**src/rtl/ysyx_rou_pkg.sv**
```systemverilog
// Shared types and sizes for the reorder-buffer retire queue.
package ysyx_rou_pkg;

    localparam int unsigned ROU_XLEN   = 32;
    localparam int unsigned ROU_DEPTH  = 8;
    localparam int unsigned ROU_TW     = $clog2(ROU_DEPTH);
    localparam int unsigned ROU_KIND_W = 6;

    typedef struct packed {
        logic ebreak;
        logic fence_i;
        logic fence_time;
        logic is_br;
        logic is_jal;
        logic is_jalr;
    } rou_kind_t;

    typedef struct packed {
        logic [ROU_XLEN-1:0] pc;
        logic [ROU_XLEN-1:0] pnpc;
        logic [ROU_XLEN-1:0] npc;
        logic [31:0]         inst;
        logic [4:0]          rd;
        rou_kind_t           kind;
        logic                btaken;
        logic                valid;
        logic                done;
    } rou_entry_t;

    typedef struct packed {
        logic [ROU_XLEN-1:0] pc;
        logic [ROU_XLEN-1:0] npc;
        logic [31:0]         inst;
        logic [4:0]          rd;
        logic                ben;
        logic                jen;
        logic                jren;
        logic                btaken;
        logic                ebreak;
        logic                fence_i;
        logic                fence_time;
        logic                time_trap;
        logic                flush_pipe;
    } rou_rc_t;

endpackage

```
**src/rtl/ysyx_rou_retire_if.sv**
```systemverilog
// Dispatch / writeback / retire bundle between the pipeline and the retire queue.
interface ysyx_rou_retire_if;
    import ysyx_rou_pkg::*;

    logic                  disp_valid;
    logic                  disp_ready;
    logic [ROU_TW-1:0]     disp_tag;
    logic [ROU_XLEN-1:0]   disp_pc;
    logic [ROU_XLEN-1:0]   disp_pnpc;
    logic [31:0]           disp_inst;
    logic [4:0]            disp_rd;
    logic [ROU_KIND_W-1:0] disp_kind;

    logic                  wb_valid;
    logic [ROU_TW-1:0]     wb_tag;
    logic [ROU_XLEN-1:0]   wb_npc;
    logic                  wb_btaken;

    logic                  irq_pending;

    logic                  rc_valid;
    logic [ROU_XLEN-1:0]   rc_pc;
    logic [ROU_XLEN-1:0]   rc_npc;
    logic [31:0]           rc_inst;
    logic [4:0]            rc_rd;
    logic                  rc_ben;
    logic                  rc_jen;
    logic                  rc_jren;
    logic                  rc_btaken;
    logic                  rc_ebreak;
    logic                  rc_fence_i;
    logic                  rc_fence_time;
    logic                  rc_time_trap;
    logic                  rc_flush_pipe;

    modport master (
        output disp_valid, disp_pc, disp_pnpc, disp_inst, disp_rd, disp_kind,
        output wb_valid, wb_tag, wb_npc, wb_btaken, irq_pending,
        input  disp_ready, disp_tag,
        input  rc_valid, rc_pc, rc_npc, rc_inst, rc_rd, rc_ben, rc_jen, rc_jren,
        input  rc_btaken, rc_ebreak, rc_fence_i, rc_fence_time, rc_time_trap, rc_flush_pipe
    );

    modport slave (
        input  disp_valid, disp_pc, disp_pnpc, disp_inst, disp_rd, disp_kind,
        input  wb_valid, wb_tag, wb_npc, wb_btaken, irq_pending,
        output disp_ready, disp_tag,
        output rc_valid, rc_pc, rc_npc, rc_inst, rc_rd, rc_ben, rc_jen, rc_jren,
        output rc_btaken, rc_ebreak, rc_fence_i, rc_fence_time, rc_time_trap, rc_flush_pipe
    );

endinterface

```
**src/rtl/ysyx_rou_retire.sv**
```systemverilog
// In-order retire queue: allocates on dispatch, completes on writeback,
// retires one registered record per cycle from the head, flushes on redirect.
module ysyx_rou_retire
    import ysyx_rou_pkg::*;
(
    input  logic          clock,
    input  logic          reset,
    ysyx_rou_retire_if.slave bus
);

    typedef logic [ROU_TW:0] ptr_t;

    ptr_t       head_q, head_d;
    ptr_t       tail_q, tail_d;
    rou_entry_t ent_q [ROU_DEPTH];
    rou_entry_t ent_d [ROU_DEPTH];
    rou_rc_t    rc_q, rc_d;
    logic       rc_valid_q, rc_valid_d;

    logic [ROU_TW-1:0] head_idx;
    logic [ROU_TW-1:0] tail_idx;
    rou_entry_t        head_ent;
    rou_kind_t         disp_kind;
    logic              full_c;
    logic              redirect_c;
    logic              fire_c;
    logic              retire_c;
    logic              flush_c;

    assign head_idx  = head_q[ROU_TW-1:0];
    assign tail_idx  = tail_q[ROU_TW-1:0];
    assign head_ent  = ent_q[head_idx];
    assign disp_kind = rou_kind_t'(bus.disp_kind);

    assign full_c     = (head_idx == tail_idx) && (head_q[ROU_TW] != tail_q[ROU_TW]);
    // rc_flush_pipe holds after the redirect; only the cycle it is fresh blocks dispatch
    assign redirect_c = rc_valid_q & rc_q.flush_pipe;
    assign fire_c     = bus.disp_valid & bus.disp_ready;
    assign retire_c   = head_ent.valid & head_ent.done;
    assign flush_c    = retire_c & ((head_ent.npc != head_ent.pnpc)
                                    | head_ent.kind.fence_i
                                    | bus.irq_pending);

    assign bus.disp_ready = ~full_c & ~redirect_c;
    assign bus.disp_tag   = tail_idx;

    // Next-state: writeback, retire, dispatch, then flush overrides everything
    always_comb begin
        ent_d      = ent_q;
        head_d     = head_q;
        tail_d     = tail_q;
        rc_d       = rc_q;
        rc_valid_d = 1'b0;

        if (bus.wb_valid && ent_q[bus.wb_tag].valid) begin
            ent_d[bus.wb_tag].done   = 1'b1;
            ent_d[bus.wb_tag].npc    = bus.wb_npc;
            ent_d[bus.wb_tag].btaken = bus.wb_btaken;
        end

        if (retire_c) begin
            rc_valid_d         = 1'b1;
            rc_d.pc            = head_ent.pc;
            rc_d.npc           = head_ent.npc;
            rc_d.inst          = head_ent.inst;
            rc_d.rd            = head_ent.rd;
            rc_d.ben           = head_ent.kind.is_br;
            rc_d.jen           = head_ent.kind.is_jal;
            rc_d.jren          = head_ent.kind.is_jalr;
            rc_d.btaken        = head_ent.btaken & head_ent.kind.is_br;
            rc_d.ebreak        = head_ent.kind.ebreak;
            rc_d.fence_i       = head_ent.kind.fence_i;
            rc_d.fence_time    = head_ent.kind.fence_time;
            rc_d.time_trap     = bus.irq_pending;
            rc_d.flush_pipe    = flush_c;
            ent_d[head_idx].valid = 1'b0;
            ent_d[head_idx].done  = 1'b0;
            head_d             = head_q + ptr_t'(1);
        end

        if (fire_c) begin
            ent_d[tail_idx].pc     = bus.disp_pc;
            ent_d[tail_idx].pnpc   = bus.disp_pnpc;
            ent_d[tail_idx].npc    = '0;
            ent_d[tail_idx].inst   = bus.disp_inst;
            ent_d[tail_idx].rd     = bus.disp_rd;
            ent_d[tail_idx].kind   = disp_kind;
            ent_d[tail_idx].btaken = 1'b0;
            ent_d[tail_idx].valid  = 1'b1;
            ent_d[tail_idx].done   = 1'b0;
            tail_d                 = tail_q + ptr_t'(1);
        end

        if (flush_c) begin
            for (int unsigned i = 0; i < ROU_DEPTH; i++) begin
                ent_d[i].valid = 1'b0;
                ent_d[i].done  = 1'b0;
            end
            head_d = '0;
            tail_d = '0;
        end
    end

    always_ff @(posedge clock) begin
        if (reset) begin
            head_q     <= '0;
            tail_q     <= '0;
            rc_q       <= '0;
            rc_valid_q <= 1'b0;
            for (int unsigned i = 0; i < ROU_DEPTH; i++) begin
                ent_q[i] <= '0;
            end
        end else begin
            head_q     <= head_d;
            tail_q     <= tail_d;
            rc_q       <= rc_d;
            rc_valid_q <= rc_valid_d;
            for (int unsigned i = 0; i < ROU_DEPTH; i++) begin
                ent_q[i] <= ent_d[i];
            end
        end
    end

    assign bus.rc_valid      = rc_valid_q;
    assign bus.rc_pc         = rc_q.pc;
    assign bus.rc_npc        = rc_q.npc;
    assign bus.rc_inst       = rc_q.inst;
    assign bus.rc_rd         = rc_q.rd;
    assign bus.rc_ben        = rc_q.ben;
    assign bus.rc_jen        = rc_q.jen;
    assign bus.rc_jren       = rc_q.jren;
    assign bus.rc_btaken     = rc_q.btaken;
    assign bus.rc_ebreak     = rc_q.ebreak;
    assign bus.rc_fence_i    = rc_q.fence_i;
    assign bus.rc_fence_time = rc_q.fence_time;
    assign bus.rc_time_trap  = rc_q.time_trap;
    assign bus.rc_flush_pipe = rc_q.flush_pipe;

endmodule

```
**src/flat_wrapper.sv**
```systemverilog
// flat-port wrapper written by rule: the top's interface ports become plain ports
module ysyx_rou_retire_flat import ysyx_rou_pkg::*;
  (clock, reset, bus_disp_valid, bus_disp_pc, bus_disp_pnpc, bus_disp_inst, bus_disp_rd, bus_disp_kind, bus_wb_valid, bus_wb_tag, bus_wb_npc, bus_wb_btaken, bus_irq_pending, bus_disp_ready, bus_disp_tag, bus_rc_valid, bus_rc_pc, bus_rc_npc, bus_rc_inst, bus_rc_rd, bus_rc_ben, bus_rc_jen, bus_rc_jren, bus_rc_btaken, bus_rc_ebreak, bus_rc_fence_i, bus_rc_fence_time, bus_rc_time_trap, bus_rc_flush_pipe);
  ysyx_rou_retire_if bus_i ();
  input  logic clock;
  input  logic reset;
  input wire logic [$bits(bus_i.disp_valid)-1:0] bus_disp_valid;
  input wire logic [$bits(bus_i.disp_pc)-1:0] bus_disp_pc;
  input wire logic [$bits(bus_i.disp_pnpc)-1:0] bus_disp_pnpc;
  input wire logic [$bits(bus_i.disp_inst)-1:0] bus_disp_inst;
  input wire logic [$bits(bus_i.disp_rd)-1:0] bus_disp_rd;
  input wire logic [$bits(bus_i.disp_kind)-1:0] bus_disp_kind;
  input wire logic [$bits(bus_i.wb_valid)-1:0] bus_wb_valid;
  input wire logic [$bits(bus_i.wb_tag)-1:0] bus_wb_tag;
  input wire logic [$bits(bus_i.wb_npc)-1:0] bus_wb_npc;
  input wire logic [$bits(bus_i.wb_btaken)-1:0] bus_wb_btaken;
  input wire logic [$bits(bus_i.irq_pending)-1:0] bus_irq_pending;
  output wire logic [$bits(bus_i.disp_ready)-1:0] bus_disp_ready;
  output wire logic [$bits(bus_i.disp_tag)-1:0] bus_disp_tag;
  output wire logic [$bits(bus_i.rc_valid)-1:0] bus_rc_valid;
  output wire logic [$bits(bus_i.rc_pc)-1:0] bus_rc_pc;
  output wire logic [$bits(bus_i.rc_npc)-1:0] bus_rc_npc;
  output wire logic [$bits(bus_i.rc_inst)-1:0] bus_rc_inst;
  output wire logic [$bits(bus_i.rc_rd)-1:0] bus_rc_rd;
  output wire logic [$bits(bus_i.rc_ben)-1:0] bus_rc_ben;
  output wire logic [$bits(bus_i.rc_jen)-1:0] bus_rc_jen;
  output wire logic [$bits(bus_i.rc_jren)-1:0] bus_rc_jren;
  output wire logic [$bits(bus_i.rc_btaken)-1:0] bus_rc_btaken;
  output wire logic [$bits(bus_i.rc_ebreak)-1:0] bus_rc_ebreak;
  output wire logic [$bits(bus_i.rc_fence_i)-1:0] bus_rc_fence_i;
  output wire logic [$bits(bus_i.rc_fence_time)-1:0] bus_rc_fence_time;
  output wire logic [$bits(bus_i.rc_time_trap)-1:0] bus_rc_time_trap;
  output wire logic [$bits(bus_i.rc_flush_pipe)-1:0] bus_rc_flush_pipe;
  assign bus_i.disp_valid = bus_disp_valid;
  assign bus_i.disp_pc = bus_disp_pc;
  assign bus_i.disp_pnpc = bus_disp_pnpc;
  assign bus_i.disp_inst = bus_disp_inst;
  assign bus_i.disp_rd = bus_disp_rd;
  assign bus_i.disp_kind = bus_disp_kind;
  assign bus_i.wb_valid = bus_wb_valid;
  assign bus_i.wb_tag = bus_wb_tag;
  assign bus_i.wb_npc = bus_wb_npc;
  assign bus_i.wb_btaken = bus_wb_btaken;
  assign bus_i.irq_pending = bus_irq_pending;
  assign bus_disp_ready = bus_i.disp_ready;
  assign bus_disp_tag = bus_i.disp_tag;
  assign bus_rc_valid = bus_i.rc_valid;
  assign bus_rc_pc = bus_i.rc_pc;
  assign bus_rc_npc = bus_i.rc_npc;
  assign bus_rc_inst = bus_i.rc_inst;
  assign bus_rc_rd = bus_i.rc_rd;
  assign bus_rc_ben = bus_i.rc_ben;
  assign bus_rc_jen = bus_i.rc_jen;
  assign bus_rc_jren = bus_i.rc_jren;
  assign bus_rc_btaken = bus_i.rc_btaken;
  assign bus_rc_ebreak = bus_i.rc_ebreak;
  assign bus_rc_fence_i = bus_i.rc_fence_i;
  assign bus_rc_fence_time = bus_i.rc_fence_time;
  assign bus_rc_time_trap = bus_i.rc_time_trap;
  assign bus_rc_flush_pipe = bus_i.rc_flush_pipe;
  ysyx_rou_retire u_core (.clock(clock), .reset(reset), .bus(bus_i));
endmodule
```
**config.mk**
```make
export PLATFORM = sky130hd
export DESIGN_NAME = ysyx_rou_retire_flat
export DESIGN_NICKNAME = d
export VERILOG_FILES = /design/src/rtl/ysyx_rou_pkg.sv /design/src/rtl/ysyx_rou_retire_if.sv /design/src/rtl/ysyx_rou_retire.sv /design/src/flat_wrapper.sv
export SDC_FILE = /design/constraint.sdc
export NUM_CORES = 2
export LEC_CHECK = 0
export ABC_AREA = 1
export CELL_PAD_IN_SITES_DETAIL_PLACEMENT = 1
export CELL_PAD_IN_SITES_GLOBAL_PLACEMENT = 2
export CORE_AREA = 2 2 316 475
export CTS_CLUSTER_DIAMETER = 150
export CTS_CLUSTER_SIZE = 14
export DETAILED_ROUTE_END_ITERATION = 12
export DIE_AREA = 0 0 318 477
export PLACE_DENSITY_LB_ADDON = 0.2
export SLEW_MARGIN = 10
export SYNTH_ARGS = -nofsm -noshare
export SYNTH_HDL_FRONTEND = slang
export SYNTH_SLANG_ARGS = --single-unit
```
**constraint.sdc**
```tcl
create_clock -name clock -period 3.88 [get_ports clock]
set_input_delay 0.582 -clock clock [delete_from_list [all_inputs] [get_ports clock]]
set_output_delay 0.582 -clock clock [all_outputs]
set_load 0.02 [all_outputs]
```
=== Yosys cells after proc, flatten, opt, wreduce, memory -nomap -nowiden ===
Cells that the tools add are included.

* Register bits after elaboration: 1255
* Output and inout bits: 115

* Add/subtract/negate cells: 2
* $lt $le $gt $ge: 6
* Mux-type cells: 52
* Reductions and logical operators: 6
* Bitwise operators: 13
* Eq/ne operators: 3

{| class="wikitable"
|+ Operators by type and width
! kind !! number
|-
| 1136-bit bitwise mux || 14
|-
| 142-bit demux with 3-bit select || 14
|-
| 1136-bit two-way mux || 3
|-
| 142-bit binary-select mux with 3-bit select || 2
|-
| 142-bit two-way mux || 3
|-
| 78-bit two-way mux || 2
|-
| 110-bit two-way mux || 1
|-
| 46-bit two-way mux || 1
|-
| 32-bit inequality test || 1
|-
| 14-bit two-way mux || 1
|-
| 4-bit >= comparator (second input constant) || 3
|-
| 4-bit by 1-bit < comparator with 1-bit output (second input constant) || 3
|-
| 3-bit inverter with 4-bit output || 3
|-
| 9-bit two-way mux || 1
|-
| 4-bit by 1-bit adder with 4-bit output (second input constant) || 2
|-
| 2-bit two-way mux || 4
|-
| 1-bit bitwise AND || 6
|-
| 3-bit two-way mux || 2
|-
| 1-bit logical AND || 5
|-
| 1-bit two-way mux || 4
|-
| 3-bit equality test || 1
|-
| 1-bit inverter || 2
|-
| 1-bit bitwise OR || 2
|-
| 2-bit OR reduction || 1
|-
| 1-bit inequality test || 1
|}

=== Depth between registers and ports, before layout ===
* Word-level depth: 22
* Mapped depth: 22

=== Least setup slack after synthesis ===
OpenSTA, ideal clock, no wires.

* Path kind: register to register
* Start point: register u_core.head_q[0]
* End point: register u_core.ent_q[577] in the netlist's numbering
* Required time: 3810 ps
* Buffers on the path: 5
* Library setup time: 70 ps
* Stages on the path, launching flop included: 14
* Setup slack: 1556 ps
* Arrival: 2254 ps
* Path through: dfxtp_1 -> buf_4 -> inv_4 -> buf_6 -> nand2_1 -> a21oi_1 -> a32oi_1 -> nand2_1 -> inv_2 -> buf_2 -> buf_2 -> buf_2 -> nand3_1 -> a21oi_1

* Elaborated cells on any way between the ends: 25

{| class="wikitable"
|+ RTL lines
! what !! RTL line !! text
|-
| start, declared || ysyx_rou_retire.sv:13 || <nowiki>ptr_t head_q, head_d;</nowiki>
|-
| start signal, assigned || ysyx_rou_retire.sv:106 || <nowiki>head_q <= '0;</nowiki>
|-
| start signal, assigned || ysyx_rou_retire.sv:114 || <nowiki>head_q <= head_d;</nowiki>
|-
| 3-bit equality test || ysyx_rou_retire.sv:35 || <nowiki>assign full_c = (head_idx == tail_idx) && (head_q[ROU_TW] != tail_q[ROU_TW]);</nowiki>
|-
| 1-bit logical AND || ysyx_rou_retire.sv:35 ||
|-
| 1-bit inverter || ysyx_rou_retire.sv:44 || <nowiki>assign bus.disp_ready = ~full_c & ~redirect_c;</nowiki>
|-
| 1-bit bitwise AND || ysyx_rou_retire.sv:44 ||
|-
| net bus_disp_ready || flat_wrapper.sv:18 || <nowiki>output wire logic [$bits(bus_i.disp_ready)-1:0] bus_disp_ready;</nowiki>
|-
| 1-bit bitwise AND || ysyx_rou_retire.sv:38 || <nowiki>assign fire_c = bus.disp_valid & bus.disp_ready;</nowiki>
|-
| 1136-bit two-way mux || ysyx_rou_retire.sv:81 || <nowiki>if (fire_c) begin</nowiki>
|-
| end signal, assigned by index || ysyx_rou_retire.sv:119 || <nowiki>ent_q[i] <= ent_d[i];</nowiki>
|-
| end, declared || ysyx_rou_retire.sv:15 || <nowiki>rou_entry_t ent_q [ROU_DEPTH];</nowiki>
|}

The timed path passes the listed nets, and every way through them passes these cells. The select of a mux whose other input is x is not followed.
A chain may end at the register's enable or synchronous reset.

=== Final worst setup path ===
* Start point: register u_core.head_q[1]
* End point: output port bus_disp_ready

* Word-level cells in the longest chain between the ends: 4

{| class="wikitable"
|+ RTL lines
! what !! RTL line
|-
| 3-bit equality test || ysyx_rou_retire.sv:35
|-
| 1-bit logical AND || ysyx_rou_retire.sv:35
|-
| 1-bit inverter || ysyx_rou_retire.sv:44
|-
| 1-bit bitwise AND || ysyx_rou_retire.sv:44
|-
| end, declared || flat_wrapper.sv:18
|}

No other way between the ends.

==> flow_summary.toml <==
[cts]
cts-root-buf = "clkbuf_16"
numCtsBuffers = 99
clock-sinks = 1255
cts.clk_slew.worst_paths_ns = 0.08
cts_hold_buf = 0
postCtsSetupBuffers = 0
htree_levels = 3
cts_resized = 0
worstSkewPairLatency_ns = 0.78
cts_tree = "done"
cts_buffer_depth = 3

[floorplan]
fp.dieArea_sq_um = 151700
core_area_sq_um = 147400
pin_count = 263
initial_utilization_pct = 36.82
die_w_um = 318
die_y_um = 477
rows = 173

[synthesis]
synthCells = 7640
ys.flop_type = "dfxtp_1"
avgSynthCellArea_sq_um = 7.104
ys_types = 36
synthMostInstantiatedCell = "a21oi_1"
post_synth_main_area_contributors = "dfxtp_1, a21oi_1, o21ai_0"
synth_nets = 7790
synth_top_area_share_pct = 46.29
synth-seq-area-share_pct = 46.29
ys_warn_count = 0
synthesis.area_sq_um = 54280
synth_edf_count = 0
synthArstFlopShare_pct = 0
yosysTopAreaCell = "dfxtp_1"
synth_seq_cells = 1255
synth_commonest_cells = "a21oi_1, dfxtp_1, nand2_1, o21ai_0, inv_1"

[placed_design]
numPlacedInstances = 9377
dp_hpwl_um = 127900
gp_routability_congestion = 0.8593
port_buffers = 262

[global_route]
first_global_vias = 52241
grt_pass1_wl_um = 321000
grt_max_degree = 135
groute.usage.overall_pct = 27.11
grt-ovfl-total = 0
antenna_found_initial = 22

[sta]
hold_violations = 0
maxSlewHeadroom_pct = 25.22
whs_ns = 0.2754
skew_ns = 0.04514
tns_ns = 0
post-route-period-util_pct = 92.18
setup_viol_count_final = 0
slew_violations = 0
fmax_ghz = 0.2796
tightest_slew_ns = 1.093
rsz0062_at_grt = "no"
post-route-min-period_ns = 3.577

[layout]
fin_nets = 7703
syn2layout_area_growth_pct = 12.82
fillers = 18316
fin_util_pct = 41.54
drive_above_1_share_pct = 4.365
seq_area_sq_um = 25130
multi_input_area_sq_um = 22850
final_cells = 9490

[routing]
vias = 51824
dr.first_iter.drc_count = 2566
wl_um = 210300
drtAntennaViolNets = 0
drcViolationCount = 0
dr.pass1.iters = 5
wire_per_inst_um = 22.17
vias_per_cell = 5.461

[worst_setup_path]
slowest_delay_ns = 0.75
crit_arrival_ns = 2.99
cp_max_fo = 12
crit_buf_inv = 3
crit_slowest_cell = "clkdlybuf4s50_1"
cp-start-kind = "flop"
worstPathCellList = "buf_4, xor2_1, a21oi_1, a32oi_1, buf_4, clkdlybuf4s50_1"
endpoint_kind = "primary output"
required_ns = 3.30
cpMostUsedCell = "buf_4"
critPathKind = "flop to primary output"
critical_path.top_delay_family = "buffers and inverters"

[status]
status = "finished, final reports clean"

[pwr]
power_switching_mw = 6.513
intPower_mw = 18.36
power_frac_seq_pct = 53.4
clkPwrFrac_pct = 38.2
comb_power_share_pct = 8.4
vdd_drop_max_mv = 0.3361
power_mw = 24.88
leakage_nw = 22.75
swShare_pct = 26.18
powerDensity_nw_per_um2 = 406.2

[worst_hold_path]
hold_path_class = "input pin to flop"

[flow_run]
drv_cap = 0
## kinds of logic after synthesis
family	share of synthesized area (%)
XOR/XNOR	0.1291
adder cells (fa/ha/maj)	0.04610
AO/OA/AOI/OAI	26.89
AND/OR/NAND/NOR	14.75
flip-flops	46.29
buffers and inverters	11.90
## sequential cells by signal, summed over array words and instances (netlist names), 4 cells and up
signal	flops
u_core.bus.rc_rd	5
u_core.tail_q	4
u_core.bus.rc_pc	32
u_core.bus.rc_inst	32
u_core.ent_q	1136
u_core.head_q	4
u_core.bus.rc_npc	32
## final timing paths
path                                         from                 to  depth (start not counted)  slack (ns)
worst min register to register  u_core.ent_q[783]  u_core.ent_q[783]                          2        0.45
worst min-delay path                        reset  u_core.ent_q[154]                          2        0.28
worst max-delay path             u_core.head_q[1]     bus_disp_ready                          6        0.30
worst max register to register   u_core.head_q[0]  u_core.ent_q[426]                         16        0.44
## cell usage in the layout (no fill, tap or decap), types with 2 or more instances in the layout
cell type / Yosys / routed
nand2_2: 4 / 10
xnor2_1: 2 / 2
nand2_4: 2 / 12
inv_6: 0 / 2
a21oi_1: 1455 / 1455
clkdlybuf4s50_1: 0 / 261
nor2_4: 3 / 9
dfxtp_1: 1255 / 1254
inv_2: 7 / 4
nand2_1: 1235 / 1218
o211ai_1: 30 / 30
ha_1: 2 / 2
inv_8: 0 / 3
a2111oi_0: 73 / 71
buf_4: 43 / 124
a21boi_0: 2 / 2
clkinv_8: 0 / 2
o21a_1: 4 / 4
a31oi_1: 2 / 2
nand3b_1: 4 / 4
nand3_1: 517 / 517
a22oi_1: 2 / 2
o21ai_0: 1200 / 1200
xor2_1: 6 / 6
diode_2: 0 / 5
nor2_2: 10 / 10
inv_1: 989 / 988
nor3_1: 6 / 6
buf_12: 0 / 45
inv_16: 0 / 4
o21ai_1: 5 / 5
o22ai_1: 46 / 46
a2111oi_1: 0 / 2
nor2_1: 152 / 146
clkbuf_16: 0 / 99
a221oi_1: 3 / 3
## power by group through the flow
stage	Sequential [mW]	Clock, mW	Combinational [mW]
after global routing	13.3	10.2	2.33
after global placement	13.6	0	2.06
after detailed placement	13.6	0	2.11
after CTS	13.3	9.80	2.11
final	13.3	9.51	2.10
after floorplan	13.5	0	1.14
## metrics by stage
step                instance area (sq um)  setup slack (ns)
finish                              61240            0.3035
global route                        61230           0.07603
CTS                                 61220            0.2616
detailed placement                  58620            0.4591
global placement                    58620            0.4360
floorplan                           54280             1.556
## per-layer routing
metal / vias to the layer above / part of all wire (%) / track usage [%]
met1: 25701 / 43 / 32.63
met3: 319 / 4.0 / 3.603
li1: 24870 / - / -
met2: 906 / 50 / 48.85
met4: 28 / 3.4 / 10.01
met5: - / 0.085 / 0
## cell type report
class / count / share of cell area [%]
multi-input combinational: 4769 / 37.31
clock buffer: 100 / 4.052
inverter: 997 / 6.179
sequential: 1255 / 41.03
tap: 1925 / 3.933
antenna: 5 / 0.02043
clock inverter: 8 / 0.1921
timing repair buffer: 431 / 7.282
Power figures use the tool's default switching activity.
